--- src/rtl/sample_framer.sv ---
// Frames a continuous ADC sample stream into FRAME_LEN-sample blocks for the FFT buffer,
// then hands off to the FFT core. Optional macro SAMPLE_FRAMER_BITREV_EN writes bit-reversed addresses.
module sample_framer #(
  parameter int DATA_W    = 16,
  parameter int ADDR_W    = 10,
  parameter int FRAME_LEN = 512,
  parameter int LOG2_LEN  = 9
) (
  input  logic              clk,
  input  logic              rst,
  input  logic              run,
  input  logic [DATA_W-1:0] in_sample,
  input  logic              in_valid,
  input  logic              fft_done,
  output logic [DATA_W-1:0] write_data,
  output logic [ADDR_W-1:0] address,
  output logic              sram_write_ena,
  output logic              fft_start,
  output logic              busy,
  output logic [15:0]       overrun_cnt
);

  typedef enum logic [1:0] {
    IDLE      = 2'd0,
    FILL      = 2'd1,
    START     = 2'd2,
    WAIT_DONE = 2'd3
  } state_t;

  localparam logic [LOG2_LEN-1:0] LAST_PTR = LOG2_LEN'(FRAME_LEN - 1);

  state_t              state;
  logic [LOG2_LEN-1:0] wr_ptr;

  // Drop counter holds at all-ones rather than wrapping back to a misleading small value.
  function automatic logic [15:0] sat_inc(input logic [15:0] v);
    return (v == 16'hFFFF) ? v : v + 16'd1;
  endfunction

  function automatic logic [ADDR_W-1:0] map_addr(input logic [LOG2_LEN-1:0] p);
    logic [LOG2_LEN-1:0] r;
`ifdef SAMPLE_FRAMER_BITREV_EN
    for (int b = 0; b < LOG2_LEN; b++) r[b] = p[LOG2_LEN-1-b];
`else
    r = p;
`endif
    return ADDR_W'(r);
  endfunction

  always_ff @(posedge clk) begin
    if (rst) begin
      state          <= IDLE;
      wr_ptr         <= '0;
      write_data     <= '0;
      address        <= '0;
      sram_write_ena <= 1'b0;
      fft_start      <= 1'b0;
      busy           <= 1'b0;
      overrun_cnt    <= '0;
    end else begin
      sram_write_ena <= 1'b0;
      fft_start      <= 1'b0;
      case (state)
        IDLE: begin
          if (run) begin
            state  <= FILL;
            wr_ptr <= '0;
          end
        end
        FILL: begin
          if (in_valid) begin
            // The sample is written even if run drops in the same cycle.
            write_data     <= in_sample;
            address        <= map_addr(wr_ptr);
            sram_write_ena <= 1'b1;
            if (wr_ptr == LAST_PTR) begin
              state  <= START;
              wr_ptr <= '0;
            end else if (!run) begin
              state  <= IDLE;
              wr_ptr <= '0;
            end else begin
              wr_ptr <= wr_ptr + 1'b1;
            end
          end else if (!run) begin
            state  <= IDLE;
            wr_ptr <= '0;
          end
        end
        START: begin
          fft_start <= 1'b1;
          busy      <= 1'b1;
          state     <= WAIT_DONE;
          if (in_valid) overrun_cnt <= sat_inc(overrun_cnt);
        end
        WAIT_DONE: begin
          // No backpressure upstream: anything arriving now is lost, including a sample alongside fft_done.
          if (in_valid) overrun_cnt <= sat_inc(overrun_cnt);
          if (fft_done) begin
            busy   <= 1'b0;
            wr_ptr <= '0;
            state  <= run ? FILL : IDLE;
          end
        end
        default: begin
          state  <= IDLE;
          wr_ptr <= '0;
        end
      endcase
    end
  end

endmodule

--- config.mk ---
export PLATFORM = sky130hd
export DESIGN_NAME = sample_framer
export DESIGN_NICKNAME = d
export VERILOG_FILES = /design/src/rtl/sample_framer.sv
export SDC_FILE = /design/constraint.sdc
export NUM_CORES = 1
export LEC_CHECK = 0
export CORE_ASPECT_RATIO = 2
export CORE_MARGIN = 1.5
export CORE_UTILIZATION = 45
export DETAILED_ROUTE_END_ITERATION = 7
export GPL_ROUTABILITY_DRIVEN = 0
export HOLD_SLACK_MARGIN = 0.12
export PLACE_DENSITY = 0.81
export SLEW_MARGIN = 20
export SYNTH_ARGS = -nofsm -noshare
export SYNTH_HDL_FRONTEND = slang
export SYNTH_SLANG_ARGS = --single-unit
--- constraint.sdc ---
create_clock -name clk -period 6.9 [get_ports clk]
set_clock_uncertainty 0.1 [all_clocks]
set_input_delay 1.38 -clock clk [delete_from_list [all_inputs] [get_ports clk]]
set_output_delay 1.38 -clock clk [all_outputs]
set_load 0.02 [all_outputs]
==> summary.txt, run 1 <==
Power and ir drop
  • Total power: 0.577 mW
  • Power density over the cells: 182 nW/um2
  • Max VDD drop: 0.144 mV
  • Leakage: 1.06 nW

Synth
  • Sequential area share after synthesis: 45.1%
  • Synth Area in XOR/XNOR: 0.359%
  • Post-synth EDFFs: 0
  • Post-Syn Instances: 300
  • Synthesized Nets: 329
  • Async S/R FF share, synth: 0%
  • Share of the synthesized area in the top cell type: 45.1%
  • Post-Synth Adder-Cell Area: 4.10%
  • Ys flop type: dfxtp_1
  • Post-synthesis mux area share: 2.72%
  • Cell Area, Synth: 2440 um2
  • Synthesized flop and latch total: 55
  • Biggest area consumer among synthesized cells: dfxtp_1
  • Area contributors post-synth: dfxtp_1 45%, nand2_1 9.7%, a21oi_1 8.8%
  • Combinational family with the most area after synthesis: simple AND/OR/NAND/NOR gates
  • Compound-Gate Fraction of Synth Area: 17.0%
  • Post-Synth Simple-Gate Area: 26.6%
  • Synth warnings: 0
  • Syn avg cell area: 8.13 um2
  • Netlist cell types: 40

Clock tree
  • Clk slew on worst S/H paths: 100 ps
  • Later-pin clock latency in the skew report: 310 ps
  • CTS Hold Bufs: 0
  • CTS sink cnt: 55
  • Post-CTS Setup Bufs: 0
  • Resized Gates After CTS: 0
  • Clock root buffer: clkbuf_8
  • CTS Buffer Depth: 2
  • CTS H-tree depth: 2
  • CTS tree: yes
  • CTS Buf Count: 5

Setup path
  • R2R cell count: 6
  • Required @ worst endpoint: 7040 ps
  • CP Max Fanout: 27
  • CP cell instances: clkdlybuf4s50_1 > nand2_1 > nor3b_1 > o21ai_1 > a21oi_1
  • R2r endpoint: wr_ptr[5]$_SDFFE_PP0P_
  • Worst reg-to-reg setup slack: 4310 ps
  • Critical path class: input pin to register
  • Critical Path End Type: register
  • CP peak stage delay: 590 ps
  • Worst path arrival time: 3560 ps
  • Startpoint Class: input pin
  • CP max-delay cell: clkdlybuf4s50_1
  • Worst reg2reg startpoint: state[0]$_SDFFE_PP0P_

GRT
  • Gr usage total: 22.2%
  • Vias in the first global route: 2223
  • Initial antenna violation count: 0
  • Grt ovf: 0
  • Pin count of the biggest net entering global routing: 52
  • First-pass GRT wire length: 9800 um

STA
  • Achievable clock frequency: 293 MHz
  • Final Hold Vio Count: 0
  • RSZ-0062 raised after global routing: false
  • Relative slew slack: 27.9%
  • WHS: 360 ps
  • Final setup violation count: 0
  • Min setup slack post-route: 3490 ps
  • Tmin final: 3410 ps
  • Worst slew pin tran: 1070 ps
  • Final period utilization: 49.4%
  • Count of pins over their slew limit: 0
  • Fin Setup TNS: 0 ps

Layout
  • Final non-filler cell total: 415
  • Area Growth Syn to Fin: 30.1%
  • Most frequent cells in the layout: 63 x nand2_1, 63 x clkdlybuf4s50_1, 55 x dfxtp_1, 43 x a21oi_1, 17 x nor2_1
  • Share of cells above drive strength 1: 4.48%
  • Ant. Diodes: 0
  • Post-layout util: 61.2%
  • Finished Cell Area: 3170 um2
  • Layout Nets: 385

Placed design
  • Placed Instances: 407
  • DPL Wire Length: 4450 um
  • Placed cell areas: 3090 um2
  • Place WS: 3160 ps
  • Port Buf Inserts: 64

Route
  • Remaining antenna violation count after routing: 0
  • Total number of vias: 2310
  • 1st-pass router iterations: 4
  • DRC Markers: 0
  • Wire per inst: 14.7 um
  • Vias per inst: 5.57
  • Initial DRC Count: 47
  • Post-Route WL: 6110 um

Floorplanning
  • Die width: 55.1 um
  • Die Span Y: 107 um
  • Initial Util: 47.1%
  • Row cnt: 37
  • Num ports: 66
  • Core ar.: 5180 um2
  • Die footprint: 5900 um2

Hold path
  • Hold path start: write_data[1]$_SDFFE_PP0P_
  • Hold WC Path Type: register to register
  • Hold path cells: 2
  • Hold path endpoint: write_data[1]$_SDFFE_PP0P_

Run
  • Max-capacitance violation count: 0

Status
  • Status: finished clean
==> synthesized netlist by cell type (all sizes together), types with 2 or more instances <==
library cell / count
nand2: 63
dfxtp: 55
a21oi: 43
nor2: 17
clkbuf: 12
nand3: 11
o21ai: 10
nor2b: 9
o31ai: 9
ha: 8
or4: 8
inv: 7
nand4: 7
nor4: 7
or3: 6
mux2: 5
buf: 4
o21a: 2
==> worst max path at each step <==
stage | start | endpoint | slack [ps]
after floorplan | in_valid | wr_ptr[0]$_SDFFE_PP0P_ | 3930
final | in_valid | wr_ptr[3]$_SDFFE_PP0P_ | 3490
after detailed placement | in_valid | wr_ptr[3]$_SDFFE_PP0P_ | 3160
after global placement | in_valid | wr_ptr[2]$_SDFFE_PP0P_ | 3230
after global routing | in_valid | wr_ptr[3]$_SDFFE_PP0P_ | 3210
after CTS | in_valid | wr_ptr[3]$_SDFFE_PP0P_ | 3480
==> kinds of logic after synthesis <==
kind of cell             after synthesis
buffers and inverters                 23
other                                  1
adder cells (fa/ha/maj)                8
XOR/XNOR                               1
flip-flops                            55
multiplexers                           6
AND/OR/NAND/NOR                      134
AO/OA/AOI/OAI                         72
==> flip-flops by register name (all words and copies together), names as in the netlist, named ones only <==
| signal | cells |
|---|---|
| address | 9 |
| busy | 1 |
| fft_start | 1 |
| overrun_cnt | 16 |
| sram_write_ena | 1 |
| state | 1 |
| wr_ptr | 9 |
| write_data | 16 |
==> critical path, delay by kind of cell <==
kind / cells / cell delay [ps]
AOI/OAI and AO/OA: 2 / 450
buffers and inverters: 1 / 590
and+or+nand+nor: 2 / 1120
==> report_power, final <==
group / switching (mW) / total, mW / internal (mW)
combinational: 0.0376 / 0.0646 / 0.0270
clock: 0.110 / 0.184 / 0.0732
sequential: 0.00456 / 0.328 / 0.324
total: 0.153 / 0.577 / 0.424
==> routing by layer <==
metal / track usage, % / routed length, um
met1: 23.8 / 2330
met4: 10.1 / 198
met2: 39.6 / 3390
met5: 0 / 0
met3: 3.62 / 197
==> cell type report <==
| class | count | area (um2) |
|---|---|---|
| Fill cell | 476 | 2010 |
| Multi-Input combinational cell | 222 | 1240 |
| Sequential cell | 55 | 1100 |
| Timing Repair Buffer | 65 | 643 |
| Clock buffer | 6 | 72.6 |
| Tap cell | 58 | 72.6 |
| Inverter | 7 | 26.3 |
| Clock inverter | 2 | 16.3 |
Note: power is estimated with default switching activity, not from simulation.
==> inputs of run 2 (changes only) <==
==> constraint.sdc (replaced) <==
create_clock -name clk -period 3.4 [get_ports clk]
set_clock_uncertainty 0.1 [all_clocks]
set_input_delay 0.68 -clock clk [delete_from_list [all_inputs] [get_ports clk]]
set_output_delay 0.68 -clock clk [all_outputs]
set_load 0.02 [all_outputs]
==> summary.txt, run 2 (synthesized netlist as in run 1, its figures left out) <==
Floorplanning
  • Die width: 55.1 um
  • Num ports: 66
  • Die footprint: 5900 um2
  • Die Span Y: 107 um
  • Core ar.: 5180 um2
  • Row cnt: 37
  • Initial Util: 47.1%

Status
  • Status: finished clean

STA
  • Worst slew pin tran: 1050 ps
  • Count of pins over their slew limit: 0
  • Tmin final: 2700 ps
  • Relative slew slack: 29.5%
  • Achievable clock frequency: 370 MHz
  • Final period utilization: 79.4%
  • RSZ-0062 raised after global routing: false
  • Final setup violation count: 0
  • Final Hold Vio Count: 0
  • Fin Setup TNS: 0 ps

GRT
  • Vias in the first global route: 2226
  • Pin count of the biggest net entering global routing: 51
  • Gr usage total: 21.9%
  • First-pass GRT wire length: 9860 um
  • Grt ovf: 0
  • Initial antenna violation count: 0

Run
  • Max-capacitance violation count: 0

Setup path
  • Startpoint Class: input pin
  • CP max-delay cell: or4_1
  • CP cell instances: clkdlybuf4s50_1 > and3b_1 > or4_1 > or4_1 > a21oi_1
  • Cell depth of the worst setup path: 5
  • Most frequent CP cell: or4_1
  • Worst path arrival time: 2830 ps
  • Critical path class: input pin to register
  • Required @ worst endpoint: 3530 ps
  • Critical Path End Type: register
  • R2R cell count: 6
  • CP Max Fanout: 16
  • CP peak stage delay: 640 ps
  • Delay-heaviest family, CP: simple AND/OR/NAND/NOR gates
  • Buf/Inv on CP: 1

Hold path
  • Hold path cells: 2
  • Hold WC Path Type: register to register

Clock tree
  • CTS H-tree depth: 2
  • CTS Buffer Depth: 2
  • Clock root buffer: clkbuf_8
  • Post-CTS Setup Bufs: 0
  • CTS tree: yes
  • Resized Gates After CTS: 0
  • Clk slew on worst S/H paths: 100 ps
  • CTS Buf Count: 5
  • CTS Hold Bufs: 0
  • Later-pin clock latency in the skew report: 310 ps
  • CTS sink cnt: 55

Power and ir drop
  • Max VDD drop: 0.295 mV
  • Power density over the cells: 370 nW/um2
  • Leakage: 1.07 nW

Layout
  • Ant. Diodes: 0
  • Post-layout util: 61.7%
  • Top Registers: overrun_cnt (16), write_data (16)
  • Share of cells above drive strength 1: 5.29%
  • Layout Nets: 387
  • Area Growth Syn to Fin: 31.0%
  • Most frequent cells in the layout: 63 x nand2_1, 63 x clkdlybuf4s50_1, 55 x dfxtp_1, 43 x a21oi_1, 17 x nor2_1

Route
  • DRC Markers: 0
  • 1st-pass router iterations: 4
  • Post-Route WL: 6070 um
  • Vias per inst: 5.71
  • Initial DRC Count: 46
  • Total number of vias: 2380
  • Wire per inst: 14.5 um
  • Remaining antenna violation count after routing: 0

Placed design
  • DPL Wire Length: 4440 um
  • Port Buf Inserts: 64
run 2: cell type report:
class                   instances  area [um2]
repair buffers                 67         658
fillers                       495        1990
flip-flops and latches         55        1100
clock inverters                 3        27.5
clock buffers                   5        68.8
well taps                      58        72.6
inverters                       7        26.3
multi-input cells             222        1240
run 2: worst paths after layout:
| check | startpoint | to | slack, ps |
|---|---|---|---|
| min reg2reg | write_data[4]$_SDFFE_PP0P_ | write_data[4]$_SDFFE_PP0P_ | 360 |
| min | write_data[4]$_SDFFE_PP0P_ | write_data[4]$_SDFFE_PP0P_ | 360 |
| max reg2reg | state[0]$_SDFFE_PP0P_ | wr_ptr[7]$_SDFFE_PP0P_ | 790 |
| max | in_valid | wr_ptr[7]$_SDFFE_PP0P_ | 700 |
run 2: stage by stage:
stage / instance area, um2 / instances / total power, mW / setup WS, ps / hold slack [ps]
global route: 3200 / 417 / 1.23 / 611 / 388
detailed placement: 3100 / 409 / 0.814 / 398 / 349
CTS: 3200 / 417 / 1.19 / 710 / 364
global placement: 3100 / 409 / 0.810 / 457 / 342
floorplan: 2440 / 300 / 0.755 / 1130 / 349
finish: 3200 / 417 / 1.18 / 699 / 362
run 2: power by group:
group / internal [mW] / switching, mW / total, mW
logic: 0.0566 / 0.0756 / 0.132
clock network: 0.153 / 0.231 / 0.384
registers: 0.657 / 0.00919 / 0.667
total: 0.867 / 0.316 / 1.18
run 2: per-layer routing:
layer	GRT usage, %	routed length [um]
met1	23.3	2270
met2	39.5	3440
met3	3.62	196
met4	9.23	156
met5	0	0
run 2: worst min-delay path, delay by kind of cell (launching register included):
family | cells | cell delay, ps
AOI/OAI and AO/OA | 1 | 50
DFF | 1 | 320
and+or+nand+nor | 1 | 50
==> inputs of run 3 (changes only) <==
--- a/config.mk
+++ b/config.mk
@@ -7,7 +7,7 @@
 export LEC_CHECK = 0
 export CORE_ASPECT_RATIO = 2
 export CORE_MARGIN = 1.5
-export CORE_UTILIZATION = 45
+export CORE_UTILIZATION = 43
 export DETAILED_ROUTE_END_ITERATION = 7
 export GPL_ROUTABILITY_DRIVEN = 0
 export HOLD_SLACK_MARGIN = 0.12
==> constraint.sdc (replaced) <==
create_clock -name clk -period 2.2 [get_ports clk]
set_clock_uncertainty 0.1 [all_clocks]
set_input_delay 0.44 -clock clk [delete_from_list [all_inputs] [get_ports clk]]
set_output_delay 0.44 -clock clk [all_outputs]
set_load 0.02 [all_outputs]
==> summary.txt, run 3 (synthesized netlist as in run 1, its figures left out) <==
Floorplanning
  • Core ar.: 5470 um2
  • Die Span Y: 110 um
  • Row cnt: 38
  • Die width: 56.3 um
  • Die footprint: 6160 um2
  • Num ports: 66
  • Initial Util: 44.6%

Power and ir drop
  • NetSw: 0.520 mW
  • Leakage: 1.24 nW
  • Total power: 1.90 mW
  • Power density over the cells: 540 nW/um2
  • Reg power frac: 54.1%
  • Switching Share: 27.3%
  • Logic gate share of total power: 14.7%
  • Clock power frac: 31.3%
  • Max VDD drop: 0.536 mV
  • Int Pwr: 1.38 mW

Placed design
  • Port Buf Inserts: 64
  • Place WS: -421 ps
  • DPL Wire Length: 4830 um
  • Placed cell areas: 3290 um2

Layout
  • Ant. Diodes: 0
  • Finished Cell Area: 3520 um2
  • Most frequent cells in the layout: 63 x nand2_1, 62 x clkdlybuf4s50_1, 53 x dfxtp_1, 38 x a21oi_1, 27 x buf_4
  • Fill cells: 434
  • Layout Nets: 414
  • Commonest non-fill, non-tap cell in the layout: nand2_1
  • Top Registers: overrun_cnt (16), write_data (16)
  • Area Growth Syn to Fin: 44.4%
  • Share of cells above drive strength 1: 17.1%

GRT
  • Grt ovf: 0
  • Vias in the first global route: 2439
  • First-pass GRT wire length: 10900 um
  • Pin count of the biggest net entering global routing: 29
  • Initial antenna violation count: 0
  • Gr usage total: 22.3%

Route
  • DRC Markers: 0
  • Remaining antenna violation count after routing: 0
  • Initial DRC Count: 75
  • Total number of vias: 2486
  • Post-Route WL: 6670 um
  • Wire per inst: 15.0 um
  • 1st-pass router iterations: 4
  • Vias per inst: 5.57

STA
  • Relative slew slack: 57.7%
  • Fin Setup TNS: 0 ps
  • RSZ-0062 raised after global routing: true
  • Final Hold Vio Count: 0
  • Count of pins over their slew limit: 0
  • Final period utilization: 99.1%
  • Achievable clock frequency: 459 MHz
  • Min setup slack post-route: 20.5 ps
  • Tmin final: 2180 ps
  • Final setup violation count: 0
  • Worst slew pin tran: 629 ps

Hold path
  • Hold WC Path Type: register to register
  • Hold path endpoint: write_data[5]$_SDFFE_PP0P_
  • Hold path start: write_data[5]$_SDFFE_PP0P_
  • Hold path cells: 2

Setup path
  • Worst reg2reg startpoint: state[0]$_SDFFE_PP0P_
  • CP peak stage delay: 540 ps
  • Startpoint Class: register
  • Worst reg-to-reg setup slack: 20 ps
  • CP cell instances: buf_6 > ha_4 > and3b_2 > or4_4 > buf_6 > or3_4 > a21oi_2
  • Critical Path End Type: register
  • Delay-heaviest family, CP: simple AND/OR/NAND/NOR gates
  • R2r endpoint: wr_ptr[3]$_SDFFE_PP0P_
  • R2R cell count: 7
  • CP max-delay cell: or4_4
  • Critical path class: register to register
  • Required @ worst endpoint: 2360 ps
  • Buf/Inv on CP: 2
  • Worst path arrival time: 2340 ps
  • Most frequent CP cell: buf_6
  • CP Max Fanout: 7

Status
  • Status: finished clean

Clock tree
  • CTS tree: yes
  • Later-pin clock latency in the skew report: 320 ps
  • Clk slew on worst S/H paths: 110 ps
  • CTS Buf Count: 5
  • CTS H-tree depth: 2
  • CTS Buffer Depth: 2
  • CTS sink cnt: 55
  • Clock root buffer: clkbuf_8

Run
  • Max-capacitance violation count: 0
==> run 3: how the worst max path moves through the flow <==
stage	startpoint	end	slack [ps]	cells past startpoint
after floorplan	register	wr_ptr[5]$_SDFFE_PP0P_	40	7
after global placement	run	wr_ptr[4]$_SDFFE_PP0P_	-320	6
after detailed placement	run	wr_ptr[4]$_SDFFE_PP0P_	-420	6
after CTS	state[0]$_SDFFE_PP0P_	wr_ptr[4]$_SDFFE_PP0P_	30	7
after global routing	state[0]$_SDFFE_PP0P_	wr_ptr[7]$_SDFFE_PP0P_	-20	6
final	state[0]$_SDFFE_PP0P_	wr_ptr[3]$_SDFFE_PP0P_	20	7
==> run 3: what timing repair did <==
action | CTS | global route
buffers inserted | 3 | 1
hold buffers | 0 | 0
gates resized for setup | 11 | 15
pin swaps | 4 | 7
endpoints found under the setup margin | 7 | 8
==> run 3: layout make-up <==
cell class / count / area (um2) / share of cell area (%)
clock buffer: 5 / 68.8 / 1.95
clock inverter: 3 / 22.5 / 0.639
inverter: 7 / 28.8 / 0.817
multi-input combinational: 222 / 1340 / 38.0
sequential: 55 / 1110 / 31.4
tap: 60 / 75.1 / 2.13
timing repair buffer: 94 / 883 / 25.1
==> run 3: worst register-to-register path, cell delays in order (launching register included) <==
cell	delay (ps)
dfxtp_4	360
buf_6	120
ha_4	160
and3b_2	210
or4_4	540
buf_6	150
or3_4	360
a21oi_2	120
==> run 3: metrics by stage <==
step	hold slack [ps]	utilization (%)	instances
floorplan	349	-	300
global placement	341	60.2	434
detailed placement	346	60.2	434
CTS	361	63.1	445
global route	377	64.4	446
finish	360	64.4	446
==> run 3: per-layer routing <==
| metal | track usage (%) | share of wire (%) |
|---|---|---|
| met1 | 22.4 | 36 |
| met4 | 12.9 | 3.2 |
| met3 | 3.53 | 2.7 |
| met2 | 42.4 | 58 |
| met5 | 0 | 0 |
==> run 3: power groups by stage <==
stage	Combinational, mW	Sequential, mW	Clock (mW)
2_1_floorplan	0.0981	1.07	0
3_3_place_gp	0.233	1.05	0
3_5_place_dp	0.240	1.05	0
4_1_cts	0.266	1.03	0.596
5_1_grt	0.301	1.03	0.635
6_report	0.279	1.03	0.595
